`src/rtl/muldiv_unit_if.sv`:
```
// Execute-stage <-> HI/LO unit bundle: op request, flush, stall/done status and HI/LO.
interface muldiv_unit_if;
  logic        valid_i;
  logic [2:0]  op_i;
  logic [31:0] a_i;
  logic [31:0] b_i;
  logic        flush_i;
  logic        stall_o;
  logic        busy_o;
  logic        done_o;
  logic [31:0] hi_o;
  logic [31:0] lo_o;

  modport master (output valid_i, op_i, a_i, b_i, flush_i,
                  input  stall_o, busy_o, done_o, hi_o, lo_o);
  modport slave  (input  valid_i, op_i, a_i, b_i, flush_i,
                  output stall_o, busy_o, done_o, hi_o, lo_o);
endinterface

```
`src/rtl/muldiv_unit.sv`:
```
// Iterative HI/LO multiply/divide unit (shift-add multiply, restoring divide).
// Optional MULDIV_FAST_MUL_EN: single-cycle MULT/MULTU; divide always iterative.
module muldiv_unit (
  input  logic         clk,
  input  logic         resetn,
  muldiv_unit_if.slave bus
);
  // state | meaning
  // IDLE  | waiting for an op; MTHI/MTLO write directly
  // MUL   | one shift-add step per cycle, 32 steps
  // DIV   | one restoring-divide step per cycle, 32 steps
  // DONE  | sign-correct and commit HI/LO, pulse done_o
  typedef enum logic [1:0] {IDLE, MUL, DIV, DONE} state_t;

  localparam logic [2:0] OP_MULT  = 3'b001;
  localparam logic [2:0] OP_MULTU = 3'b010;
  localparam logic [2:0] OP_DIV   = 3'b011;
  localparam logic [2:0] OP_DIVU  = 3'b100;
  localparam logic [2:0] OP_MTHI  = 3'b101;
  localparam logic [2:0] OP_MTLO  = 3'b110;

  state_t      state_q, state_d;
  logic [4:0]  cnt_q, cnt_d;
  logic [63:0] acc_q, acc_d;
  logic [31:0] opb_q, opb_d;
  logic [31:0] hi_q, hi_d, lo_q, lo_d;
  logic        neg_q, neg_d, rneg_q, rneg_d, is_div_q, is_div_d;
  logic        stall, done;

  logic        sx;
  logic [31:0] a_mag, b_mag;
  assign sx    = (bus.op_i == OP_MULT) || (bus.op_i == OP_DIV);
  assign a_mag = (sx && bus.a_i[31]) ? (~bus.a_i + 32'd1) : bus.a_i;
  assign b_mag = (sx && bus.b_i[31]) ? (~bus.b_i + 32'd1) : bus.b_i;

  // acc holds {partial product, multiplier} or {remainder, dividend/quotient}
  logic [32:0] mul_sum;
  logic [63:0] mul_next;
  assign mul_sum  = {1'b0, acc_q[63:32]} + {1'b0, (acc_q[0] ? opb_q : 32'd0)};
  assign mul_next = {mul_sum, acc_q[31:1]};

  logic [32:0] div_cand;
  logic        div_ge;
  logic [63:0] div_next;
  assign div_cand = acc_q[63:31];
  assign div_ge   = (div_cand >= {1'b0, opb_q});
  assign div_next = {(div_ge ? (div_cand[31:0] - opb_q) : div_cand[31:0]),
                     acc_q[30:0], div_ge};

  logic [63:0] mul_res;
  logic [31:0] quo_res, rem_res;
  assign mul_res = neg_q  ? (~acc_q + 64'd1)         : acc_q;
  assign quo_res = neg_q  ? (~acc_q[31:0] + 32'd1)   : acc_q[31:0];
  assign rem_res = rneg_q ? (~acc_q[63:32] + 32'd1)  : acc_q[63:32];

`ifdef MULDIV_FAST_MUL_EN
  logic [63:0] fast_prod;
  assign fast_prod = {{32{sx & bus.a_i[31]}}, bus.a_i} * {{32{sx & bus.b_i[31]}}, bus.b_i};
`endif

  always_comb begin
    state_d  = state_q;
    cnt_d    = cnt_q;
    acc_d    = acc_q;
    opb_d    = opb_q;
    hi_d     = hi_q;
    lo_d     = lo_q;
    neg_d    = neg_q;
    rneg_d   = rneg_q;
    is_div_d = is_div_q;
    stall    = 1'b0;
    done     = 1'b0;
    case (state_q)
      IDLE: begin
        if (bus.valid_i && !bus.flush_i) begin
          case (bus.op_i)
`ifdef MULDIV_FAST_MUL_EN
            OP_MULT, OP_MULTU: begin
              hi_d = fast_prod[63:32];
              lo_d = fast_prod[31:0];
              done = 1'b1;
            end
`else
            OP_MULT, OP_MULTU: begin
              stall    = 1'b1;
              acc_d    = {32'd0, a_mag};
              opb_d    = b_mag;
              neg_d    = sx & (bus.a_i[31] ^ bus.b_i[31]);
              rneg_d   = 1'b0;
              is_div_d = 1'b0;
              cnt_d    = 5'd0;
              state_d  = MUL;
            end
`endif
            OP_DIV, OP_DIVU: begin
              stall    = 1'b1;
              acc_d    = {32'd0, a_mag};
              opb_d    = b_mag;
              neg_d    = sx & (bus.a_i[31] ^ bus.b_i[31]);
              rneg_d   = sx & bus.a_i[31];
              is_div_d = 1'b1;
              cnt_d    = 5'd0;
              state_d  = DIV;
            end
            OP_MTHI: hi_d = bus.a_i;
            OP_MTLO: lo_d = bus.a_i;
            default: ;
          endcase
        end
      end
      MUL, DIV: begin
        if (bus.flush_i) begin
          state_d = IDLE;
        end else begin
          stall = 1'b1;
          acc_d = (state_q == MUL) ? mul_next : div_next;
          cnt_d = cnt_q + 5'd1;
          if (cnt_q == 5'd31) state_d = DONE;
        end
      end
      DONE: begin
        // valid_i is ignored here: the held instruction must not restart
        state_d = IDLE;
        if (!bus.flush_i) begin
          done = 1'b1;
          hi_d = is_div_q ? rem_res : mul_res[63:32];
          lo_d = is_div_q ? quo_res : mul_res[31:0];
        end
      end
      default: state_d = IDLE;
    endcase
  end

  always_ff @(posedge clk or negedge resetn) begin
    if (!resetn) begin
      state_q  <= IDLE;
      cnt_q    <= 5'd0;
      acc_q    <= 64'd0;
      opb_q    <= 32'd0;
      hi_q     <= 32'd0;
      lo_q     <= 32'd0;
      neg_q    <= 1'b0;
      rneg_q   <= 1'b0;
      is_div_q <= 1'b0;
    end else begin
      state_q  <= state_d;
      cnt_q    <= cnt_d;
      acc_q    <= acc_d;
      opb_q    <= opb_d;
      hi_q     <= hi_d;
      lo_q     <= lo_d;
      neg_q    <= neg_d;
      rneg_q   <= rneg_d;
      is_div_q <= is_div_d;
    end
  end

  assign bus.stall_o = stall & resetn;
  assign bus.done_o  = done & resetn;
  assign bus.busy_o  = (state_q != IDLE);
  assign bus.hi_o    = hi_q;
  assign bus.lo_o    = lo_q;
endmodule
```
`src/flat_wrapper.sv`:
```
// flat-port wrapper written by rule: the top's interface ports become plain ports
module muldiv_unit_flat 
  (clk, resetn, bus_valid_i, bus_op_i, bus_a_i, bus_b_i, bus_flush_i, bus_stall_o, bus_busy_o, bus_done_o, bus_hi_o, bus_lo_o);
  muldiv_unit_if bus_i ();
  input  logic clk;
  input  logic resetn;
  input wire logic [$bits(bus_i.valid_i)-1:0] bus_valid_i;
  input wire logic [$bits(bus_i.op_i)-1:0] bus_op_i;
  input wire logic [$bits(bus_i.a_i)-1:0] bus_a_i;
  input wire logic [$bits(bus_i.b_i)-1:0] bus_b_i;
  input wire logic [$bits(bus_i.flush_i)-1:0] bus_flush_i;
  output wire logic [$bits(bus_i.stall_o)-1:0] bus_stall_o;
  output wire logic [$bits(bus_i.busy_o)-1:0] bus_busy_o;
  output wire logic [$bits(bus_i.done_o)-1:0] bus_done_o;
  output wire logic [$bits(bus_i.hi_o)-1:0] bus_hi_o;
  output wire logic [$bits(bus_i.lo_o)-1:0] bus_lo_o;
  assign bus_i.valid_i = bus_valid_i;
  assign bus_i.op_i = bus_op_i;
  assign bus_i.a_i = bus_a_i;
  assign bus_i.b_i = bus_b_i;
  assign bus_i.flush_i = bus_flush_i;
  assign bus_stall_o = bus_i.stall_o;
  assign bus_busy_o = bus_i.busy_o;
  assign bus_done_o = bus_i.done_o;
  assign bus_hi_o = bus_i.hi_o;
  assign bus_lo_o = bus_i.lo_o;
  muldiv_unit u_core (.clk(clk), .resetn(resetn), .bus(bus_i));
endmodule
```
`config.mk`:
```
export PLATFORM = sky130hd
export DESIGN_NAME = muldiv_unit_flat
export DESIGN_NICKNAME = d
export VERILOG_FILES = /design/src/rtl/muldiv_unit_if.sv /design/src/rtl/muldiv_unit.sv /design/src/flat_wrapper.sv
export SDC_FILE = /design/constraint.sdc
export NUM_CORES = 1
export LEC_CHECK = 0
export ABC_AREA = 1
export BUFFER_PORTS_ARGS = -buffer_cell sky130_fd_sc_hd__clkbuf_2
export CAP_MARGIN = 0
export CELL_PAD_IN_SITES_DETAIL_PLACEMENT = 1
export CELL_PAD_IN_SITES_GLOBAL_PLACEMENT = 1
export CORE_ASPECT_RATIO = 1.75
export CORE_MARGIN = 2
export CORE_UTILIZATION = 44
export DETAILED_ROUTE_END_ITERATION = 16
export GPL_ROUTABILITY_DRIVEN = 1
export GPL_TIMING_DRIVEN = 0
export PLACE_DENSITY = 0.94
export SYNTH_ARGS = -nofsm -noshare
export SYNTH_HDL_FRONTEND = slang
export SYNTH_SLANG_ARGS = --single-unit
```
`constraint.sdc`:
```
create_clock -name clk -period 3.6 [get_ports clk]
set_input_delay 0 -clock clk [delete_from_list [all_inputs] [get_ports clk]]
set_output_delay 0 -clock clk [all_outputs]
set_load 0.03 [all_outputs]
```
==> metrics.md, run 1 <==
| Metric | Value |
|---|---|
| Number of primary I/O pins | around 140 |
| Residual overflow from global routing | 26 |
| Number of distinct library cells after synthesis | 52 |
| Error message | [ERROR GRT-0116] Global routing finished with congestion. Check the congestion regions in the DRC Viewer. |
| Number of buffers added by the clock tree synthesis step | 17 |
| Number of warnings issued by yosys | 0 |
| Result of the run | stopped before the end |
| Number of buffers between clock root and the deepest sink | 2 |
| Combined global-route utilization of all metal layers | roughly three fifths |
| Flip-flop and latch count after synthesis | 170 |
| Vias in the first global route | roughly 26000 |
| Post-CTS setup buffers | 0 |
| Clk root buf | sky130_fd_sc_hd__clkbuf_16 |
| Die H | between 200 and 300 um |
| Cell area after synthesis | around 0.017 mm2 |
| Avg Synthesized Cell Area | around 5.8 um2 |
| RD Place Congestion | 1.13 |
| Post-Place Cell Area | around 0.019 mm2 |
| PortBufs | ~140 |
| Global-route wire length before repair | 180 mm |
| Num rows | between 90 and 100 |
| Die boundary width | around 150 um |
| Portion of the post-synthesis area used by sequential elements | 24.4% |
| Initial core utilization | about 45% |
| Mapped Cells | 2995 |
| Fraction of registers with async set/reset | 100% |
| Main flop type after synthesis | sky130_fd_sc_hd__dfrtp_1 |
| Number of sinks handled by clock tree synthesis | 170 |
| Last stage | global routing (5_1_grt) |
| Number of flops mapped to enable cells by yosys | 0 |
| Final HPWL DP | between 80 and 90 mm |
| Total nets after synthesis | between 3000 and 4000 |
| Pin count of the biggest net entering global routing | slightly above 100 |
| H-tree lvl count | 4 |
## stage by stage
stage          worst slack (ns)  setup TNS (ns)  cells
2_1_floorplan              1.20               0   2995
3_3_place_gp             -0.805         -132.09   3622
3_5_place_dp             -0.127          -0.350   3623
4_1_cts                  0.0836               0   3692
## synth_stat cells (all sizes together) (2+ instances only)
library cell    n  share of area (%)
o31ai           4               0.17
nor2          394                8.8
inv           420                9.0
a22o            2               0.10
a211oi          2              0.086
dfrtp         170                 24
nand3b         18               0.77
a22oi           6               0.26
a21o            3               0.13
fa              2               0.23
o211ai          6               0.26
xnor2          17               0.85
a31oi          39                1.4
nor3           29               0.83
buf            42                1.4
o22ai           5               0.18
clkinv          2              0.050
clkbuf         49                1.1
o21ai         208                6.0
xor2           23                1.2
o21bai         17               0.75
nor4            7               0.25
or2            12               0.43
nand3         320                9.5
nand4          51                1.8
a21boi          7               0.30
a21oi         161                4.7
o21a            3               0.13
ha             73                5.2
nand2         901                 20
## metal layers
layer / GRT overflow / global-route usage [%]
met5: 0 / 4.15
met2: 16 / 89.5
met3: 1 / 30.1
met1: 0 / 52.7
met4: 9 / 69.5
## kinds of logic after synthesis
| kind of cell | after synthesis | synth area share (%) |
|---|---|---|
| simple gates | 1733 | 42.1 |
| buf+inv | 513 | 11.6 |
| compound gates | 464 | 14.5 |
| flops | 170 | 24.4 |
| fa+ha+maj | 75 | 5.46 |
| xor+xnor | 40 | 2.01 |
## timing repair
action | 4_1_cts
gates resized for setup | 1
hold endpoints to repair | 109
pin swaps | 0
setup endpoints to repair | 6
hold buffers | 37
cloned | 0
==> run 2: changes to the inputs <==
CELL_PAD_IN_SITES_DETAIL_PLACEMENT = not set   (was 1)
CELL_PAD_IN_SITES_GLOBAL_PLACEMENT = not set   (was 1)
CORE_ASPECT_RATIO = not set   (was 1.75)
CORE_UTILIZATION = 29   (was 44)
PLACE_DENSITY = not set   (was 0.94)
PLACE_DENSITY_LB_ADDON = 0.15   (was not set)
==> metrics.md, run 2 <==
| Metric | Value |
|---|---|
| Residual overflow from global routing | 0 |
| Fraction of registers with async set/reset | 100% |
| Worst Tran Pin Value | 0.988 ns |
| Die H | between 200 and 250 um |
| Num rows | 89 |
| Number of buffers between clock root and the deepest sink | 2 |
| Antenna viol nets, final | 0 |
| Die boundary width | 249 um |
| RD Place Congestion | around 1 |
| Area Growth Syn to Fin | 17.0% |
| Largest register by flop count | u_core.acc_q |
| Fraction of the cycle the final worst path needs | slightly below 100% |
| Number of max-cap violations | 0 |
| CTS tree | built |
| Number of buffers added by the clock tree synthesis step | 17 |
| Required time reported for the critical path endpoint | 3.98 ns |
| Initial core utilization | 29.5% |
| Portion of the post-synthesis area used by sequential elements | 24.4% |
| Number of primary I/O pins | 138 |
| Remaining max-slew budget at the tightest pin | between 30% and 40% |
| Clk root buf | sky130_fd_sc_hd__clkbuf_16 |
| Hold Violations, Final | 0 |
| Kind of start point of the critical path | flop |
| Largest fanout of any net on the critical path | 10 |
| Global-route wire length before repair | about 140 mm |
| Combined global-route utilization of all metal layers | a little under a third |
| Maximum achievable frequency | 288 MHz |
| Critical path class | flop to flop |
| PortBufs | about 140 |
| Most frequent standard cell in the layout excluding fill and tap cells | sky130_fd_sc_hd__nand2_1 |
| Kind of path behind the tightest hold check | input pin to asynchronous set/reset pin |
| Avg Synthesized Cell Area | about 5.8 um2 |
| Starting DRC count in detailed routing | approximately 1700 |
| Total wire length | between 90 and 100 mm |
| Final HPWL DP | 82.2 mm |
| Total vias in the final route | 21171 |
| Clk_skew | approximately 0.019 ns |
| Yosys top cell area share | about 24% |
| VDD IR-drop max | 530 uV |
| Worst-Skew Late Latency | around 0.52 ns |
| Critical Path Sink Type | flop |
| Average wire per standard cell | between 20 and 25 um |
| First drt pass iteration count | 8 |
| Routed vias/inst | ~5.3 |
| Core outline area | 0.0592 mm2 |
| Final Slew Violations | 0 |
| Total nets after synthesis | approximately 3100 |
| Largest stage delay on the critical path | about 0.51 ns |
| Cell area after synthesis | about 0.017 mm2 |
| Most frequent cell after synthesis | sky130_fd_sc_hd__nand2_1 |
| Finish-stage setup viols | 0 |
| Post-detailed-route DRC marker count | 0 |
| Crit path DAT | between 3 and 4 ns |
| Number of distinct library cells after synthesis | 52 |
| Final layout net count | about 3400 |
| Pin count of the biggest net entering global routing | 99 |
| Max reg flops | 64 |
| Result of the run | complete, no violations |
| Pwr Density | between 1000 and 1500 mW/mm2 |
| Layout cells sized above 1 | about 8% |
| Dominant cells by area after synthesis | sky130_fd_sc_hd__dfrtp_1 (24%), sky130_fd_sc_hd__nand2_1 (19%), sky130_fd_sc_hd__nand3_1 (8.9%), sky130_fd_sc_hd__inv_1 (8.9%), sky130_fd_sc_hd__nor2_1 (8.2%) |
| Tot Pwr | 21.2 mW |
| Mapped Cells | approximately 3000 |
| Antenna violations before repair | 1 |
| Number of sinks handled by clock tree synthesis | 170 |
| Crit-path cells | buf_2 > clkbuf_2 > nand2_1 > inv_1 > ha_1 > inv_1 > fa_1 > o21bai_1 > nand2_1 > nand3_1 > nor2_1 > o21ai_0 > nand3b_1 > o21ai_0 |
| Post-layout min period | between 3 and 4 ns |
| H-tree lvl count | 4 |
| Cell taking the most area after synthesis | sky130_fd_sc_hd__dfrtp_1 |
| Vias in the first global route | approximately 20000 |
| Main flop type after synthesis | sky130_fd_sc_hd__dfrtp_1 |
| Number of flops mapped to enable cells by yosys | 0 |
| Number of warnings issued by yosys | 0 |
| Top library cells by usage in the layout, fill and taps aside | sky130_fd_sc_hd__nand2_1 (891), sky130_fd_sc_hd__inv_1 (413), sky130_fd_sc_hd__nor2_1 (380) |
| Most frequent cells after synthesis | sky130_fd_sc_hd__nand2_1 (891), sky130_fd_sc_hd__inv_1 (413), sky130_fd_sc_hd__nor2_1 (380) |
| Setup repair after global routing missed its margin | false |
| Area of the die | roughly 0.062 mm2 |
| Critical-path top delay cell | sky130_fd_sc_hd__o21ai_0 |
| Flip-flop and latch count after synthesis | 170 |
| Pre-CTS setup slack | between 0.03 and 0.04 ns |
| Clk pin slew, worst setup/hold paths | 0.08 ns |
| Static power due to leakage | 10.5 nW |
| Worst setup slack after layout | approximately 0.13 ns |
run 2: cell counts after synthesis:
No cell type changed its count.
run 2: path summary, 6_finish.rpt:
path                                    startpoint            endpoint  slack (ns)  depth (start not counted)
worst max-delay path               u_core.acc_q[0]    u_core.acc_q[43]        0.13                         14
worst min-delay path                        resetn     u_core.is_div_q        0.05                          2
worst max register to register     u_core.acc_q[0]    u_core.acc_q[43]        0.13                         14
worst min register to register  u_core.bus.lo_o[4]  u_core.bus.lo_o[4]        0.49                          2
max in group asynchronous                   resetn    u_core.acc_q[60]        2.54                          3
min in group clk                        bus_a_i[8]     u_core.acc_q[8]        0.06                          4
run 2: worst max-delay path: cells and delay by family, from the launching register on:
kind	cells	cell delay (ns)
AO/OA/AOI/OAI	3	1.02
buffers and inverters	4	0.71
AND/OR/NAND/NOR	5	0.62
flip-flops	1	0.32
adder cells (fa/ha/maj)	2	0.64
run 2: logic make-up (layout without fill, tap and decap cells):
group	count (synthesis)	after routing	synth area share, %
other	0	1	0
AOI/OAI and AO/OA	464	464	14.5
and+or+nand+nor	1733	1733	42.1
buffers and inverters	513	750	11.6
xor gates and xnor gates	40	40	2.01
adders and majority gates	75	75	5.46
DFF	170	170	24.4
run 2: metrics by stage:
step           utilization [%]  std cells  hold WS, ns  cell area (um2)  setup TNS [ns]
2_1_floorplan                -       2995       -0.296            17400               0
3_3_place_gp              32.2       3905        0.303            19100         -187.57
3_5_place_dp              32.3       3906       0.0723            19100               0
4_1_cts                   34.4       4005       0.0309            20400               0
5_1_grt                   34.5       4005       0.0642            20400               0
6_report                  34.5       4006       0.0541            20400               0
run 2: report_power, final:
part	internal, mW	switching [mW]
registers	2.79	1.40
logic	4.21	10.7
clock network	1.07	1.00
total	8.07	13.1
run 2: per-layer routing:
layer	global-route usage (%)	routed length (um)	vias up
met2	55.9	48400	794
met4	18.1	6100	0
met5	0	0	-
met3	3.99	5410	193
li1	-	-	10134
met1	37.2	39600	10050
run 2: repair_timing:
item	4_1_cts	5_1_grt
setup buffers	0	0
hold buffers	68	0
endpoints found under the hold margin	149	0
resized for setup	0	4
endpoints found under the setup margin	0	2
run 2: layout make-up:
cell class              count  area (um2)
inverters                 422        1590
repair buffers            206        1400
diodes                      1        2.50
well taps                 773         967
clock buffers              19         453
flip-flops and latches    170        4250
multi-input cells        2312       11200
clock inverters            12         138
fillers                  6775       38800
plain buffers              91         437
Note: power is estimated with default switching activity, not from simulation.
==> run 3: changes to the inputs <==
CORE_UTILIZATION = 42   (was 29)
==> metrics.md, run 3 (synthesis results as in run 2) <==
| Metric | Value |
|---|---|
| Required time reported for the critical path endpoint | 4.05 ns |
| Clk root buf | sky130_fd_sc_hd__clkbuf_16 |
| VDD IR-drop max | approximately 500 uV |
| Final Slew Violations | 0 |
| Die H | 208 um |
| Reg2Reg Capture Point | u_core.acc_q[58] |
| Max reg flops | between 60 and 70 |
| Number of sinks handled by clock tree synthesis | 170 |
| Number of buffers added by the clock tree synthesis step | 17 |
| Worst-Skew Late Latency | a little over 0.5 ns |
| Routed vias/inst | between 5 and 6 |
| Crit path DAT | between 3 and 4 ns |
| Kind of path behind the tightest hold check | input pin to flop |
| CP Depth | 18 |
| Core outline area | 0.0409 mm2 |
| Clk pin slew, worst setup/hold paths | ~0.07 ns |
| Post-CTS setup buffers | 0 |
| Launch point of the critical path | u_core.acc_q[0] |
| Antenna violations before repair | 3 |
| Final Util | between 40% and 50% |
| Critical Path Sink Type | flop |
| Depth of the most critical reg-to-reg path | 18 |
| Finish-stage setup viols | 0 |
| Antenna viol nets, final | 0 |
| Cell count after placement | roughly 3700 |
| Cell repeated most along the worst path | sky130_fd_sc_hd__nand2_1 |
| Critical path class | flop to flop |
| Aggregate negative setup slack | 0 ns |
| Average wire per standard cell | 23.6 um |
| Fraction of the cycle the final worst path needs | 92.7% |
| Pin count of the biggest net entering global routing | 101 |
| Most frequent standard cell in the layout excluding fill and tap cells | sky130_fd_sc_hd__nand2_1 |
| CTS tree | built |
| Residual overflow from global routing | 0 |
| Vias in the first global route | just over 20000 |
| Setup repair after global routing missed its margin | false |
| Final layout net count | roughly 3400 |
| Result of the run | complete, no violations |
| Area Growth Syn to Fin | 14.5% |
| # fillers | approximately 4400 |
| H-tree lvl count | 4 |
| Worst hold slack after final layout | between 0.03 and 0.04 ns |
| Die boundary width | 208 um |
| Crit-path cells | buf_2 > clkbuf_1 > nand2_1 > inv_1 > ha_1 > nand2_1 > inv_1 > a21oi_1 > nand2_1 > nand2_1 > nand2_1 > nand2_1 > nand3_1 > nand2_1 > nor2_1 > nor2_1 > nand2_1 > nand2_1 |
| Kind of start point of the critical path | flop |
| Number of buffers between clock root and the deepest sink | 2 |
| Largest delay contributor family on the critical path | simple AND/OR/NAND/NOR gates |
| Number of max-cap violations | 0 |
| Worst Tran Pin Value | roughly 1.3 ns |
| Largest register by flop count | u_core.acc_q |
| Num rows | between 70 and 80 |
| Total vias in the final route | ~22000 |
| Total wire length | 88.6 mm |
| Pwr Density | slightly above 1000 mW/mm2 |
| Hold Violations, Final | 0 |
| Post-layout min period | roughly 3.3 ns |
| Count of buffering cells on the critical path with inverters included | 4 |
| Initial core utilization | ~43% |
| Count of non-filler cells in the finished layout | 3753 |
| Number of primary I/O pins | about 140 |
| CP endpoint | u_core.acc_q[58] |
| Remaining max-slew budget at the tightest pin | approximately 13% |
| Maximum achievable frequency | 300 MHz |
| Area of the die | between 0.04 and 0.05 mm2 |
| Critical-path top delay cell | sky130_fd_sc_hd__buf_2 |
| Clk_skew | roughly 0.016 ns |
| Combined global-route utilization of all metal layers | between 40% and 50% |
| Starting DRC count in detailed routing | approximately 2800 |
| Final HPWL DP | 72.7 mm |
| Static power due to leakage | 10.4 nW |
| Global-route wire length before repair | roughly 130 mm |
| Largest fanout of any net on the critical path | 16 |
| Layout cells sized above 1 | ~8.0% |
| RD Place Congestion | between 1 and 1.5 |
| Reg-to-Reg Start | u_core.acc_q[0] |
| Largest stage delay on the critical path | ~0.42 ns |
| Top library cells by usage in the layout, fill and taps aside | sky130_fd_sc_hd__nand2_1 (891), sky130_fd_sc_hd__inv_1 (413), sky130_fd_sc_hd__nor2_1 (380) |
| PortBufs | between 100 and 150 |
| Reg-to-reg setup timing slack | about 0.26 ns |
| Post-detailed-route DRC marker count | 0 |
| First drt pass iteration count | 6 |
==> run 3: cell count changes in the layout (fill, tap and decap cells not counted), moves of 2 or more <==
cell                            previous run  this run
sky130_fd_sc_hd__dlygate4sd3_1            68        57
sky130_fd_sc_hd__clkbuf_2                138       136
sky130_fd_sc_hd__clkinvlp_4                1         3
sky130_fd_sc_hd__inv_6                     5         3
==> run 3: timing repair <==
item,4_1_cts,5_1_grt
hold buffers,57,0
cloned,0,0
gates resized for setup,1,0
hold endpoints to repair,127,0
endpoints found under the setup margin,1,4
pin swaps,0,0
==> run 3: final cells by class <==
type	count	area [um2]	area share, %
Inverter	422	1590	7.94
Buffer	90	430	2.16
Clock inverter	12	114	0.570
Sequential cell	170	4250	21.3
Clock buffer	19	453	2.27
Timing Repair Buffer	195	1290	6.47
Antenna cell	1	2.50	0.0125
Multi-Input combinational cell	2312	11200	56.0
Tap cell	532	666	3.33
==> run 3: worst reg2reg max path: stages, from the launching register on <==
cell and delay [ns]:
sky130_fd_sc_hd__dfrtp_1 0.32, sky130_fd_sc_hd__buf_2 0.42, sky130_fd_sc_hd__clkbuf_1 0.39, sky130_fd_sc_hd__nand2_1 0.11, sky130_fd_sc_hd__inv_1 0.09, sky130_fd_sc_hd__ha_1 0.29, sky130_fd_sc_hd__nand2_1 0.17, sky130_fd_sc_hd__inv_1 0.05
sky130_fd_sc_hd__a21oi_1 0.21, sky130_fd_sc_hd__nand2_1 0.21, sky130_fd_sc_hd__nand2_1 0.12, sky130_fd_sc_hd__nand2_1 0.13, sky130_fd_sc_hd__nand2_1 0.12, sky130_fd_sc_hd__nand3_1 0.08, sky130_fd_sc_hd__nand2_1 0.07, sky130_fd_sc_hd__nor2_1 0.05
sky130_fd_sc_hd__nor2_1 0.30, sky130_fd_sc_hd__nand2_1 0.10, sky130_fd_sc_hd__nand2_1 0.06
==> run 3: through the flow <==
stage,setup slack (ns),area [um2],power (mW)
after global routing,0.0845,20000,21.9
after detailed placement,-0.00363,18800,18.1
after floorplan,1.20,17400,13.0
after global placement,-0.775,18800,18.0
final,0.264,20000,20.5
after CTS,0.150,20000,20.1
==> run 3: worst min path at each step <==
stage	start	to	cells past startpoint
after floorplan	resetn	u_core.acc_q[0]	0
after global placement	bus_b_i[31]	u_core.opb_q[31]	3
after detailed placement	resetn	u_core.bus.hi_o[10]	1
after CTS	bus_a_i[17]	u_core.acc_q[17]	6
after global routing	bus_a_i[17]	u_core.acc_q[17]	5
final	bus_a_i[17]	u_core.acc_q[17]	6
==> run 3: layer usage <==
layer	share of wire (%)	track usage (%)
met1	38	48.2
met2	45	65.7
met3	8.6	7.53
met4	8.4	30.0
met5	0.015	0
==> run 3: where the power goes <==
group	switching, mW	internal, mW
Clock	0.920	0.990
Sequential	1.40	2.79
Combinational	10.2	4.18
